File: config.mk
export PLATFORM = sky130hd
export DESIGN_NAME = pc_fetch_ctrl_flat
export DESIGN_NICKNAME = d
export VERILOG_FILES = /design/src/rtl/pc_fetch_ctrl_pkg.sv /design/src/rtl/pc_fetch_ctrl_if.sv /design/src/rtl/pc_fetch_ctrl.sv /design/src/flat_wrapper.sv
export SDC_FILE = /design/constraint.sdc
export NUM_CORES = 1
export LEC_CHECK = 0
export ABC_CLOCK_PERIOD_IN_PS = 2400
export BUFFER_PORTS_ARGS = -buffer_cell sky130_fd_sc_hd__buf_2
export CORE_ASPECT_RATIO = 1.5
export CORE_MARGIN = 1.5
export CORE_UTILIZATION = 35
export CTS_CLUSTER_SIZE = 40
export DETAILED_ROUTE_END_ITERATION = 8
export PLACE_DENSITY = 0.59
export SLEW_MARGIN = 20
export SYNTH_ARGS = -nofsm -noshare
export SYNTH_HDL_FRONTEND = slang
export SYNTH_SLANG_ARGS = --single-unit
File: constraint.sdc
create_clock -name clk -period 2.4 [get_ports clk]
set_input_delay 0.36 -clock clk [delete_from_list [all_inputs] [get_ports clk]]
set_output_delay 0.36 -clock clk [all_outputs]
set_load 0.005 [all_outputs]
File: src/rtl/pc_fetch_ctrl_pkg.sv
// +----------------------------------------------------------------------------+
// | Module   : pc_fetch_ctrl_pkg                                               |
// | Purpose  : Shared BIP fetch-sequencer defaults, state encoding and helper  |
// | Revision : 1.0 - initial release                                           |
// +----------------------------------------------------------------------------+
`default_nettype none

package pc_fetch_ctrl_pkg;

  localparam int c_default_length   = 11;
  localparam int c_default_opcode_w = 5;
  localparam int c_default_cnt_w    = 16;

  typedef enum logic [2:0] {
    ST_IDLE  = 3'd0,
    ST_FETCH = 3'd1,
    ST_WAIT  = 3'd2,
    ST_HALT  = 3'd3,
    ST_STEP  = 3'd4
  } fetch_state_t;

  // STEP counts as busy for the debug unit even though it does not advance the counter.
  function automatic logic is_busy(input fetch_state_t s);
    return (s == ST_FETCH) || (s == ST_WAIT) || (s == ST_STEP);
  endfunction

endpackage

`default_nettype wire

File: src/rtl/pc_fetch_ctrl_if.sv
// +----------------------------------------------------------------------------+
// | Module   : pc_fetch_ctrl_if                                                |
// | Purpose  : Fetch-controller bundle to incrementer, ROM and debug unit.     |
// |            Step ports exist only when PC_STEP_EN is defined.              |
// | Revision : 1.0 - initial release                                           |
// +----------------------------------------------------------------------------+
`default_nettype none

interface pc_fetch_ctrl_if #(
  parameter int LENGTH   = 11,
  parameter int OPCODE_W = 5,
  parameter int CNT_W    = 16
);
  logic                start;
  logic                instr_valid;
  logic [OPCODE_W-1:0] opcode;
  logic [LENGTH-1:0]   new_pc;
  logic [LENGTH-1:0]   old_pc;
  logic                value;
  logic                fetch_req;
  logic                busy;
  logic                halted;
  logic [CNT_W-1:0]    cycle_count;
`ifdef PC_STEP_EN
  logic                step_mode;
  logic                step;

  modport master (
    input  start, instr_valid, opcode, new_pc, step_mode, step,
    output old_pc, value, fetch_req, busy, halted, cycle_count
  );
  modport slave (
    output start, instr_valid, opcode, new_pc, step_mode, step,
    input  old_pc, value, fetch_req, busy, halted, cycle_count
  );
`else
  modport master (
    input  start, instr_valid, opcode, new_pc,
    output old_pc, value, fetch_req, busy, halted, cycle_count
  );
  modport slave (
    output start, instr_valid, opcode, new_pc,
    input  old_pc, value, fetch_req, busy, halted, cycle_count
  );
`endif
endinterface

`default_nettype wire

File: src/rtl/pc_fetch_ctrl.sv
// +----------------------------------------------------------------------------+
// | Module   : pc_fetch_ctrl                                                   |
// | Purpose  : BIP program-counter owner and fetch sequencer.                  |
// |            Optional single-step mode enabled by macro PC_STEP_EN.          |
// | Revision : 1.0 - initial release                                           |
// +----------------------------------------------------------------------------+
`default_nettype none

module pc_fetch_ctrl
  import pc_fetch_ctrl_pkg::*;
#(
  parameter int                  LENGTH      = c_default_length,
  parameter int                  OPCODE_W    = c_default_opcode_w,
  parameter logic [OPCODE_W-1:0] HALT_OPCODE = '0,
  parameter int                  CNT_W       = c_default_cnt_w
) (
  input  logic            clk,
  input  logic            rst,
  pc_fetch_ctrl_if.master bus
);

  fetch_state_t      r_state;
  fetch_state_t      w_next;
  logic              w_restart;
  logic              w_commit;
  logic              w_value;
  logic              w_counting;
  logic [LENGTH-1:0] r_pc;
  logic [CNT_W-1:0]  r_cnt;
  logic              r_fetch_req;
  logic              r_busy;
  logic              r_halted;

  always_comb begin
    w_next    = r_state;
    w_restart = 1'b0;
    w_commit  = 1'b0;
    w_value   = 1'b0;
    case (r_state)
      ST_IDLE, ST_HALT: begin
        if (bus.start) begin
          w_next    = ST_FETCH;
          w_restart = 1'b1;
        end
      end
      ST_FETCH: w_next = ST_WAIT;
      ST_WAIT: begin
        // start is deliberately not looked at here: a commit always wins.
        if (bus.instr_valid) begin
          if (bus.opcode == HALT_OPCODE) begin
            w_next = ST_HALT;
          end else begin
            w_value  = 1'b1;
            w_commit = 1'b1;
`ifdef PC_STEP_EN
            w_next   = bus.step_mode ? ST_STEP : ST_FETCH;
`else
            w_next   = ST_FETCH;
`endif
          end
        end
      end
`ifdef PC_STEP_EN
      ST_STEP: begin
        if (bus.step || !bus.step_mode) begin
          w_next = ST_FETCH;
        end
      end
`endif
      default: w_next = ST_IDLE;
    endcase
  end

  assign w_counting = (r_state == ST_FETCH) || (r_state == ST_WAIT);

  always_ff @(posedge clk or posedge rst) begin
    if (rst) begin
      r_state     <= ST_IDLE;
      r_pc        <= '0;
      r_cnt       <= '0;
      r_fetch_req <= 1'b0;
      r_busy      <= 1'b0;
      r_halted    <= 1'b0;
    end else begin
      r_state <= w_next;
      if (w_restart) begin
        r_pc <= '0;
      end else if (w_commit) begin
        r_pc <= bus.new_pc;
      end
      if (w_restart) begin
        r_cnt <= '0;
      end else if (w_counting && (r_cnt != {CNT_W{1'b1}})) begin
        r_cnt <= r_cnt + 1'b1;
      end
      // Status flags are decoded from the next state so they line up with r_state.
      r_fetch_req <= (w_next == ST_FETCH);
      r_busy      <= is_busy(w_next);
      r_halted    <= (w_next == ST_HALT);
    end
  end

  assign bus.old_pc      = r_pc;
  assign bus.value       = w_value;
  assign bus.fetch_req   = r_fetch_req;
  assign bus.busy        = r_busy;
  assign bus.halted      = r_halted;
  assign bus.cycle_count = r_cnt;

endmodule

`default_nettype wire

File: src/flat_wrapper.sv
// flat-port wrapper written by rule: the top's interface ports become plain ports
module pc_fetch_ctrl_flat import pc_fetch_ctrl_pkg::*;
#(
  parameter int                  LENGTH      = c_default_length,
  parameter int                  OPCODE_W    = c_default_opcode_w,
  parameter logic [OPCODE_W-1:0] HALT_OPCODE = '0,
  parameter int                  CNT_W       = c_default_cnt_w
)
  (clk, rst, bus_start, bus_instr_valid, bus_opcode, bus_new_pc, bus_old_pc, bus_value, bus_fetch_req, bus_busy, bus_halted, bus_cycle_count);
  pc_fetch_ctrl_if #(.LENGTH(LENGTH), .OPCODE_W(OPCODE_W), .CNT_W(CNT_W)) bus_i ();
  input  logic clk;
  input  logic rst;
  input wire logic [$bits(bus_i.start)-1:0] bus_start;
  input wire logic [$bits(bus_i.instr_valid)-1:0] bus_instr_valid;
  input wire logic [$bits(bus_i.opcode)-1:0] bus_opcode;
  input wire logic [$bits(bus_i.new_pc)-1:0] bus_new_pc;
  output wire logic [$bits(bus_i.old_pc)-1:0] bus_old_pc;
  output wire logic [$bits(bus_i.value)-1:0] bus_value;
  output wire logic [$bits(bus_i.fetch_req)-1:0] bus_fetch_req;
  output wire logic [$bits(bus_i.busy)-1:0] bus_busy;
  output wire logic [$bits(bus_i.halted)-1:0] bus_halted;
  output wire logic [$bits(bus_i.cycle_count)-1:0] bus_cycle_count;
  assign bus_i.start = bus_start;
  assign bus_i.instr_valid = bus_instr_valid;
  assign bus_i.opcode = bus_opcode;
  assign bus_i.new_pc = bus_new_pc;
  assign bus_old_pc = bus_i.old_pc;
  assign bus_value = bus_i.value;
  assign bus_fetch_req = bus_i.fetch_req;
  assign bus_busy = bus_i.busy;
  assign bus_halted = bus_i.halted;
  assign bus_cycle_count = bus_i.cycle_count;
  pc_fetch_ctrl #(.LENGTH(LENGTH), .OPCODE_W(OPCODE_W), .HALT_OPCODE(HALT_OPCODE), .CNT_W(CNT_W)) u_core (.clk(clk), .rst(rst), .bus(bus_i));
endmodule
==> impl_metrics.py, run 1 <==
metrics = {
    "outcome": {
        "status": "completed",
    },
    "grt": {
        "antenna_found_initial": 0,
        "gr-total-overflow": 0,
        "grtUsageTotal_pct": 16.6,
        "grt_pass1_vias": 1372,
        "grt_pass1_wl_um": 6400,
        "grt_max_degree": 22,
    },
    "worst_setup_path": {
        "cp-startpoint": "u_core.r_state[2]",
        "crit_cells": 3,
        "worst-path-max-fanout": 12,
        "max_stage_delay_ns": 0.51,
        "path_buf_inv": 1,
        "rr_worst_depth": 4,
        "cp_top_family": "simple AND/OR/NAND/NOR gates",
        "path_class": "flop to primary output",
        "critPathRequiredTime_ns": 2.04,
        "cp_slowest_cell": "or3b_2",
        "ff2ff_setup_slack_ns": 0.37,
        "timing.rr.start": "u_core.r_state[1]",
        "startpoint_type": "flop",
        "setup.worst_path.end_class": "primary output",
        "critPathArrivalTime_ns": 1.80,
        "r2r-end": "u_core.bus.cycle_count[13]",
        "cp_cell_sequence": "or3b_2, a211oi_2, buf_2",
        "cp-endpoint": "bus_value",
    },
    "logic_synthesis": {
        "synth_common_cells": "33 x dfrtp_1, 32 x nand2_1, 13 x o21ai_0",
        "yosys_register_bits": 33,
        "syn_area_per_cell_um2": 9.20,
        "yosysWarnings": 0,
        "seq_area_frac_synth_pct": 50.7,
        "syn_area_um2": 1630,
        "synth_area_leader_cell": "dfrtp_1",
        "synth_edf_count": 0,
        "synth-main-ff-cell": "dfrtp_1",
        "netlist_instances": 177,
        "netlist.area_leader.share_pct": 50.7,
        "synth-async-reset-ratio_pct": 100,
        "synth.net_count": 198,
        "yosysUniqueCellTypes": 36,
        "yosysMostFrequentCell": "dfrtp_1",
        "synthTopCellsByArea": "dfrtp_1 51%, nand2_1 7.4%, mux2i_1 4.9%, o21ai_0 4.0%, a21oi_1 3.1%",
    },
    "detailed_routing": {
        "wl_met2_um": 1950,
        "wl_met1_um": 1550,
        "num_vias": 1483,
        "first_pass_iters": 4,
        "highest_layer": "met4",
        "drt-total-wl_um": 3790,
        "dr_wl_met3_um": 177,
        "drtAntennaViolNets": 0,
        "drt-initial-drc-count": 42,
        "via_per_inst": 5.30,
        "drc": 0,
        "post_drt_wl_per_cell_um": 13.5,
    },
    "clocking": {
        "cts_made_buffers": 5,
        "clockRootBuffer": "clkbuf_8",
        "cts_tree": "yes",
        "clkTransAtPathRegs_ns": 0.07,
        "clk_latency_ns": 0.28,
        "h-tree-depth": 2,
        "cts_sinks": 33,
        "cts_post_setup_buffers_inserted": 0,
        "cts_max_path_buffers": 2,
        "cts_resized": 0,
        "holdBufCountCts": 0,
    },
    "placed_design": {
        "io_buffers": 50,
        "place.gp.congestion": 0.785,
        "dpl.hpwl_um": 2810,
    },
    "cells_and_area": {
        "final_core_util_pct": 46.1,
        "syn_to_final_growth_pct": 27.5,
        "drive_above_1_share_pct": 28.9,
        "diodes": 0,
        "fin_nets": 252,
    },
    "timing": {
        "timing.final.crit_period_ns": 2.16,
        "hold_viol": 0,
        "worstMarginPinSlew_ns": 0.692,
        "fmax_ghz": 0.463,
        "hold_slack_ns": 0.0939,
        "setup-violations-final": 0,
        "min_period_over_period_pct": 90.1,
        "rsz0062_at_grt": "false",
        "slew_viol_final": 0,
        "relSlewSlack_pct": 53.7,
        "final.setup.tns_ns": 0,
        "skew_ns": 0.00573,
    },
    "floorplanning": {
        "row_count": 30,
        "start_util_pct": 36.2,
        "die_area_um2": 5080,
        "io_pins": 51,
        "core_area_um2": 4500,
        "fp.dieH_um": 86.6,
        "die-width_um": 58.7,
    },
    "power": {
        "power_density_nw_per_um2": 635,
        "vdd_drop_max_v": 0.000260,
        "leakage_nw": 1.02,
        "total_power_mw": 1.32,
    },
    "min_path": {
        "hold_class": "primary input to asynchronous set/reset pin",
    },
    "run": {
        "maxCapViolations": 0,
    },
}
-- cells by family (layout without fill, tap and decap cells) --
family	Yosys count	after routing	synth area share, %
compound gates	39	39	14.1
xor+xnor	1	1	0.538
fa+ha+maj	1	1	0.768
buf+inv	16	71	3.99
flops	33	33	50.7
mux	8	8	4.92
other cells	1	1	0.230
simple gates	78	78	24.8
-- metrics by stage --
stage | cell area [um2] | std cells | setup WS [ns]
after floorplan | 1630 | 177 | 0.403
after global placement | 1960 | 272 | 0.428
after detailed placement | 1960 | 272 | 0.389
after CTS | 2080 | 280 | 0.214
after global routing | 2080 | 280 | 0.120
final | 2080 | 280 | 0.238
-- sequential cells by signal, indices dropped and copies added (netlist names) --
signal                  cells
u_core.bus.halted           1
u_core.bus.fetch_req        1
u_core.bus.busy             1
u_core.bus.cycle_count     16
u_core.bus.old_pc          11
u_core.r_state              3
-- how the worst min path moves through the flow --
stage	start	endpoint	slack, ns
floorplan	bus_new_pc[10]	u_core.bus.old_pc[10]	0.48
detailed placement	rst	u_core.bus.old_pc[9]	0.41
global placement	rst	u_core.bus.old_pc[9]	0.40
CTS	rst	u_core.bus.old_pc[9]	0.10
global route	rst	u_core.bus.old_pc[9]	0.12
finish	rst	u_core.r_state[2]	0.09
-- layout by cell type, fill, tap and decap left out, types with 4 or more instances in the layout --
| master | Yosys | routed |
|---|---|---|
| a21oi_1 | 10 | 10 |
| buf_2 | 1 | 50 |
| buf_4 | 1 | 7 |
| clkbuf_8 | 0 | 6 |
| dfrtp_1 | 33 | 33 |
| inv_1 | 6 | 6 |
| mux2i_1 | 8 | 8 |
| nand2_1 | 32 | 32 |
| nand3_1 | 10 | 10 |
| nand4_1 | 5 | 5 |
| nor4_1 | 5 | 4 |
| o21ai_0 | 13 | 13 |
| o31ai_1 | 4 | 4 |
| or4_1 | 6 | 6 |
-- power by group --
group	switching (mW)	internal, mW	total, mW
registers	0.0327	0.591	0.623
logic	0.0834	0.0711	0.154
clock network	0.202	0.338	0.541
total	0.318	1.00	1.32
-- metal layers --
metal	up-vias	track usage, %
met1	687	20.0
met2	44	27.5
met5	-	0
met4	0	8.88
met3	11	3.28
li1	741	-
-- cell type report --
cell class / instances / area [um2]
Fill cell: 467 / 2430
Sequential cell: 33 / 826
Multi-Input combinational cell: 128 / 749
Timing Repair Buffer: 57 / 303
Clock buffer: 7 / 86.3
Tap cell: 48 / 60.1
Clock inverter: 1 / 30.0
Inverter: 6 / 22.5
(Power assumes the default switching activity.)
==> run 2, diff against run 1 <==
--- a/config.mk
+++ b/config.mk
@@ -7,7 +7,6 @@
 export LEC_CHECK = 0
 export ABC_CLOCK_PERIOD_IN_PS = 2400
 export BUFFER_PORTS_ARGS = -buffer_cell sky130_fd_sc_hd__buf_2
-export CORE_ASPECT_RATIO = 1.5
 export CORE_MARGIN = 1.5
 export CORE_UTILIZATION = 35
 export CTS_CLUSTER_SIZE = 40
==> run 2 against run 1 <==
Flip-flop and latch count unchanged. Clock skew up 0.0016 ns. Sequential share of layout area about the same. Register-to-register slack is essentially flat. Core utilization is 0.88 points higher. Fmax grew 4.7%. Clock-buffer cell count is the same. First-iteration DRC count grew to 3.0 times the previous value. Routed wire length shrank 5.2%. Critical path type unchanged. Critical endpoint unchanged.
==> impl_metrics.py, run 2 (same netlist as run 1, synthesis figures left out) <==
metrics = {
    "detailed_routing": {
        "post_drt_wl_per_cell_um": 12.7,
        "drc": 0,
        "num_vias": 1437,
        "drt-total-wl_um": 3590,
        "via_per_inst": 5.08,
        "drtAntennaViolNets": 0,
        "drt-initial-drc-count": 127,
        "first_pass_iters": 4,
    },
    "timing": {
        "rsz0062_at_grt": "false",
        "skew_ns": 0.00733,
        "timing.final.crit_period_ns": 2.06,
        "setup_slack_ns": 0.336,
        "hold_slack_ns": 0.152,
        "hold_viol": 0,
        "slew_viol_final": 0,
        "min_period_over_period_pct": 86.0,
        "worstMarginPinSlew_ns": 0.731,
        "setup-violations-final": 0,
        "fmax_ghz": 0.484,
        "relSlewSlack_pct": 51.1,
        "final.setup.tns_ns": 0,
    },
    "power": {
        "switchingPower_mw": 0.311,
        "power_density_nw_per_um2": 632,
        "power.switching_fraction_pct": 23.7,
        "total_power_mw": 1.31,
        "vdd_drop_max_v": 0.000361,
        "p_int_mw": 0.999,
        "power.share.combinational_pct": 11.5,
        "pwr-share-clk_pct": 41.0,
        "p_seq_share_pct": 47.5,
        "leakage_nw": 1.01,
    },
    "cells_and_area": {
        "diodes": 0,
        "final_cells": 283,
        "syn_to_final_growth_pct": 27.3,
        "layout_commonest_cell": "buf_2",
        "fin_nets": 251,
        "drive_above_1_share_pct": 28.6,
        "largest_reg_flops": 16,
        "final_cell_mix": "50 x buf_2, 33 x dfrtp_1, 32 x nand2_1",
    },
    "grt": {
        "grt_pass1_vias": 1158,
        "grt_max_degree": 34,
        "antenna_found_initial": 0,
        "grtUsageTotal_pct": 14.4,
        "gr-total-overflow": 0,
        "grt_pass1_wl_um": 5640,
    },
    "floorplanning": {
        "die-width_um": 71.2,
        "io_pins": 51,
        "fp.dieH_um": 71.2,
        "start_util_pct": 36.9,
        "row_count": 24,
        "core_area_um2": 4410,
        "die_area_um2": 5070,
    },
    "worst_setup_path": {
        "critPathArrivalTime_ns": 1.70,
        "setup.worst_path.end_class": "primary output",
        "startpoint_type": "flop",
        "ff2ff_setup_slack_ns": 0.38,
        "path_class": "flop to primary output",
        "worst-path-max-fanout": 12,
        "rr_worst_depth": 4,
        "critPathRequiredTime_ns": 2.04,
        "max_stage_delay_ns": 0.51,
        "cp_slowest_cell": "or3b_2",
        "r2r-end": "u_core.bus.cycle_count[13]",
        "timing.rr.start": "u_core.bus.cycle_count[3]",
        "cp_cell_sequence": "or3b_2, a211oi_2, buf_2",
    },
    "clocking": {
        "clkTransAtPathRegs_ns": 0.07,
        "cts_tree": "yes",
        "holdBufCountCts": 0,
        "cts_sinks": 33,
        "h-tree-depth": 2,
        "cts_resized": 0,
        "cts_max_path_buffers": 2,
        "cts_made_buffers": 5,
        "clk_latency_ns": 0.28,
        "clockRootBuffer": "clkbuf_8",
        "cts_post_setup_buffers_inserted": 0,
    },
    "run": {
        "maxCapViolations": 0,
    },
    "placed_design": {
        "post-place-ws_ns": 0.394,
        "dp_cells": 275,
        "io_buffers": 50,
        "dpl.hpwl_um": 2550,
        "place.gp.congestion": 0.768,
    },
    "min_path": {
        "hold_class": "primary input to asynchronous set/reset pin",
    },
    "outcome": {
        "status": "completed",
    },
}
run 2: cell types whose count changed in the layout (fill, tap and decap cells not counted):
cell	before	now
buf_4	7	6
run 2: power groups by stage:
stage                     clock (mW)  combinational [mW]  sequential [mW]
after detailed placement           0               0.154            0.632
after global placement             0               0.152            0.633
after CTS                      0.552               0.155            0.623
after floorplan                    0              0.0845            0.629
final                          0.537               0.151            0.622
after global routing           0.582               0.175            0.628
run 2: how the worst max path moves through the flow:
stage / from / endpoint / slack [ns] / cells after the start
2_1_floorplan: u_core.r_state[1] / u_core.bus.cycle_count[13] / 0.40 / 6
3_3_place_gp: u_core.r_state[1] / u_core.bus.cycle_count[9] / 0.41 / 4
3_5_place_dp: u_core.r_state[1] / u_core.bus.cycle_count[13] / 0.39 / 4
4_1_cts: u_core.r_state[2] / bus_value / 0.31 / 3
5_1_grt: u_core.r_state[2] / bus_value / 0.22 / 3
6_report: u_core.r_state[2] / bus_value / 0.34 / 3
run 2: layout make-up:
class / count / area [um2]
Clock buffer: 7 / 86.3
Tap cell: 52 / 65.1
Timing Repair Buffer: 56 / 295
Inverter: 6 / 22.5
Multi-Input combinational cell: 128 / 749
Fill cell: 425 / 2340
Clock inverter: 1 / 30.0
Sequential cell: 33 / 826
run 2: critical path: cells and delay by family, from the launching register on:
| family | cells | cell delay [ns] |
|---|---|---|
| and+or+nand+nor | 1 | 0.51 |
| DFF | 1 | 0.50 |
| AOI/OAI and AO/OA | 1 | 0.26 |
| buffers and inverters | 1 | 0.16 |
run 2: metal layers:
layer	global-route usage, %	wire (um)	part of all wire [%]	up-vias
met2	19.1	1540	43	46
met1	21.1	1730	48	643
met3	5.49	274	7.6	7
met5	0	0	0	-
li1	-	-	-	741
met4	5.66	54	1.5	0
run 2: stage by stage:
step | util, % | instance area, um2
5_1_grt | 47.0 | 2070
4_1_cts | 47.0 | 2070
3_3_place_gp | 44.4 | 1960
2_1_floorplan | - | 1630
6_report | 47.0 | 2070
3_5_place_dp | 44.4 | 1960
==> run 3, diff against run 2 <==
--- a/config.mk
+++ b/config.mk
@@ -7,7 +7,7 @@
 export LEC_CHECK = 0
 export ABC_CLOCK_PERIOD_IN_PS = 2400
 export BUFFER_PORTS_ARGS = -buffer_cell sky130_fd_sc_hd__buf_2
-export CORE_MARGIN = 1.5
+export CORE_MARGIN = 4
 export CORE_UTILIZATION = 35
 export CTS_CLUSTER_SIZE = 40
 export DETAILED_ROUTE_END_ITERATION = 8
==> run 3 against run 2 <==
Total power is 5.4% lower. Critical endpoint unchanged. Critical path depth did not move. Final cell count unchanged. Non-clock buffer count stayed put. Global-route usage down 0.73 points. First-iteration DRC count shrank 54%. Via count up 2.2%. Worst setup slack lost 0.13 ns. Routed wire length rose by 7.8%. Largest cell class unchanged. Core utilization decreased by 0.66 points. Fmax fell by 5.8%.
==> impl_metrics.py, run 3 (same netlist as run 1, synthesis figures left out) <==
metrics = {
    "cells_and_area": {
        "diodes": 0,
        "final-seq-area_um2": 826,
        "syn_to_final_growth_pct": 26.4,
        "largest_reg_flops": 16,
        "final_core_util_pct": 46.3,
        "drive_above_1_share_pct": 29.0,
        "final_cells": 283,
        "fillCellCount": 426,
        "fin_nets": 251,
        "final_cell_mix": "50 x buf_2, 33 x dfrtp_1, 32 x nand2_1",
        "multi_input_area_um2": 749,
        "layout_commonest_cell": "buf_2",
    },
    "worst_setup_path": {
        "ff2ff_setup_slack_ns": 0.39,
        "path_class": "flop to primary output",
        "rr_worst_depth": 4,
        "r2r-end": "u_core.bus.cycle_count[9]",
        "timing.rr.start": "u_core.r_state[1]",
        "setup.worst_path.end_class": "primary output",
        "critPathArrivalTime_ns": 1.83,
        "critPathRequiredTime_ns": 2.04,
        "startpoint_type": "flop",
        "worst-path-max-fanout": 12,
    },
    "placed_design": {
        "post-place-ws_ns": 0.401,
        "place.gp.congestion": 0.772,
        "dp_cells": 275,
        "io_buffers": 50,
        "dpl.hpwl_um": 2700,
    },
    "timing": {
        "worstMarginPinSlew_ns": 0.720,
        "final.setup.tns_ns": 0,
        "fmax_ghz": 0.456,
        "rsz0062_at_grt": "false",
        "setup_slack_ns": 0.208,
        "skew_ns": 0.00525,
        "hold_viol": 0,
        "timing.final.crit_period_ns": 2.19,
        "setup-violations-final": 0,
        "slew_viol_final": 0,
        "hold_slack_ns": 0.158,
        "relSlewSlack_pct": 51.9,
        "min_period_over_period_pct": 91.3,
    },
    "clocking": {
        "clkTransAtPathRegs_ns": 0.07,
        "clk_latency_ns": 0.28,
        "cts_made_buffers": 5,
        "cts_tree": "yes",
        "holdBufCountCts": 0,
        "cts_post_setup_buffers_inserted": 0,
        "cts_max_path_buffers": 2,
        "cts_resized": 0,
        "cts_sinks": 33,
        "h-tree-depth": 2,
        "clockRootBuffer": "clkbuf_8",
    },
    "grt": {
        "grtUsageTotal_pct": 13.7,
        "antenna_found_initial": 0,
        "gr-total-overflow": 0,
        "grt_max_degree": 34,
        "grt_pass1_vias": 1338,
        "grt_pass1_wl_um": 6470,
    },
    "run": {
        "maxCapViolations": 0,
    },
    "outcome": {
        "status": "completed",
    },
    "detailed_routing": {
        "via_per_inst": 5.19,
        "drt-initial-drc-count": 58,
        "first_pass_iters": 4,
        "post_drt_wl_per_cell_um": 13.7,
        "drt-total-wl_um": 3870,
        "num_vias": 1469,
        "drtAntennaViolNets": 0,
        "drc": 0,
    },
    "floorplanning": {
        "start_util_pct": 36.7,
        "row_count": 24,
        "io_pins": 51,
        "core_area_um2": 4440,
        "die-width_um": 76.2,
        "fp.dieH_um": 76.2,
        "die_area_um2": 5810,
    },
    "power": {
        "leakage_nw": 1.01,
        "vdd_drop_max_v": 0.000247,
        "power_density_nw_per_um2": 602,
    },
    "min_path": {
        "hold_class": "primary input to asynchronous set/reset pin",
    },
}
## run 3: cell types whose count changed in the layout (fill, tap and decap cells not counted), sizes merged
cell,previous run,this run
clkinv,0,1
bufinv,1,0
## run 3: area by class of cell
| type | instances | share of cell area [%] |
|---|---|---|
| Multi-Input combinational cell | 128 | 36.4 |
| Clock inverter | 1 | 0.243 |
| Sequential cell | 33 | 40.1 |
| Timing Repair Buffer | 56 | 14.3 |
| Inverter | 6 | 1.09 |
| Tap cell | 52 | 3.16 |
| Clock buffer | 7 | 4.68 |
## run 3: report_power, final
| part | switching, mW | internal (mW) | leakage [nW] | total [mW] |
|---|---|---|---|---|
| registers | 0.0343 | 0.591 | 0.451 | 0.625 |
| logic | 0.0819 | 0.0702 | 0.504 | 0.152 |
| clock network | 0.203 | 0.259 | 0.0542 | 0.462 |
| total | 0.319 | 0.920 | 1.01 | 1.24 |
## run 3: per-stage QoR
step	instance area [um2]	total power [mW]
finish	2060	1.24
global route	2060	1.32
global placement	1960	0.789
detailed placement	1960	0.790
floorplan	1630	0.713
CTS	2060	1.26
## run 3: per-layer routing
| layer | up-vias | share of wire [%] | track usage [%] |
|---|---|---|---|
| li1 | 743 | - | - |
| met1 | 658 | 47 | 18.1 |
| met2 | 62 | 41 | 20.4 |
| met3 | 6 | 10 | 5.67 |
| met4 | 0 | 1.2 | 3.99 |
| met5 | - | 0 | 0 |
## run 3: critical path, stage by stage (launching register included)
cell      delay (ns)
dfrtp_1         0.51
or3b_2          0.52
a211oi_2        0.34
buf_2           0.18
## run 3: worst max path at each step
stage	endpoint	startpoint	cells after the start
4_1_cts	bus_value	u_core.r_state[2]	3
3_3_place_gp	u_core.bus.cycle_count[13]	u_core.r_state[1]	4
5_1_grt	bus_value	u_core.r_state[2]	3
2_1_floorplan	u_core.bus.cycle_count[13]	u_core.r_state[1]	6
3_5_place_dp	u_core.bus.cycle_count[9]	u_core.r_state[1]	4
6_report	bus_value	u_core.r_state[2]	3
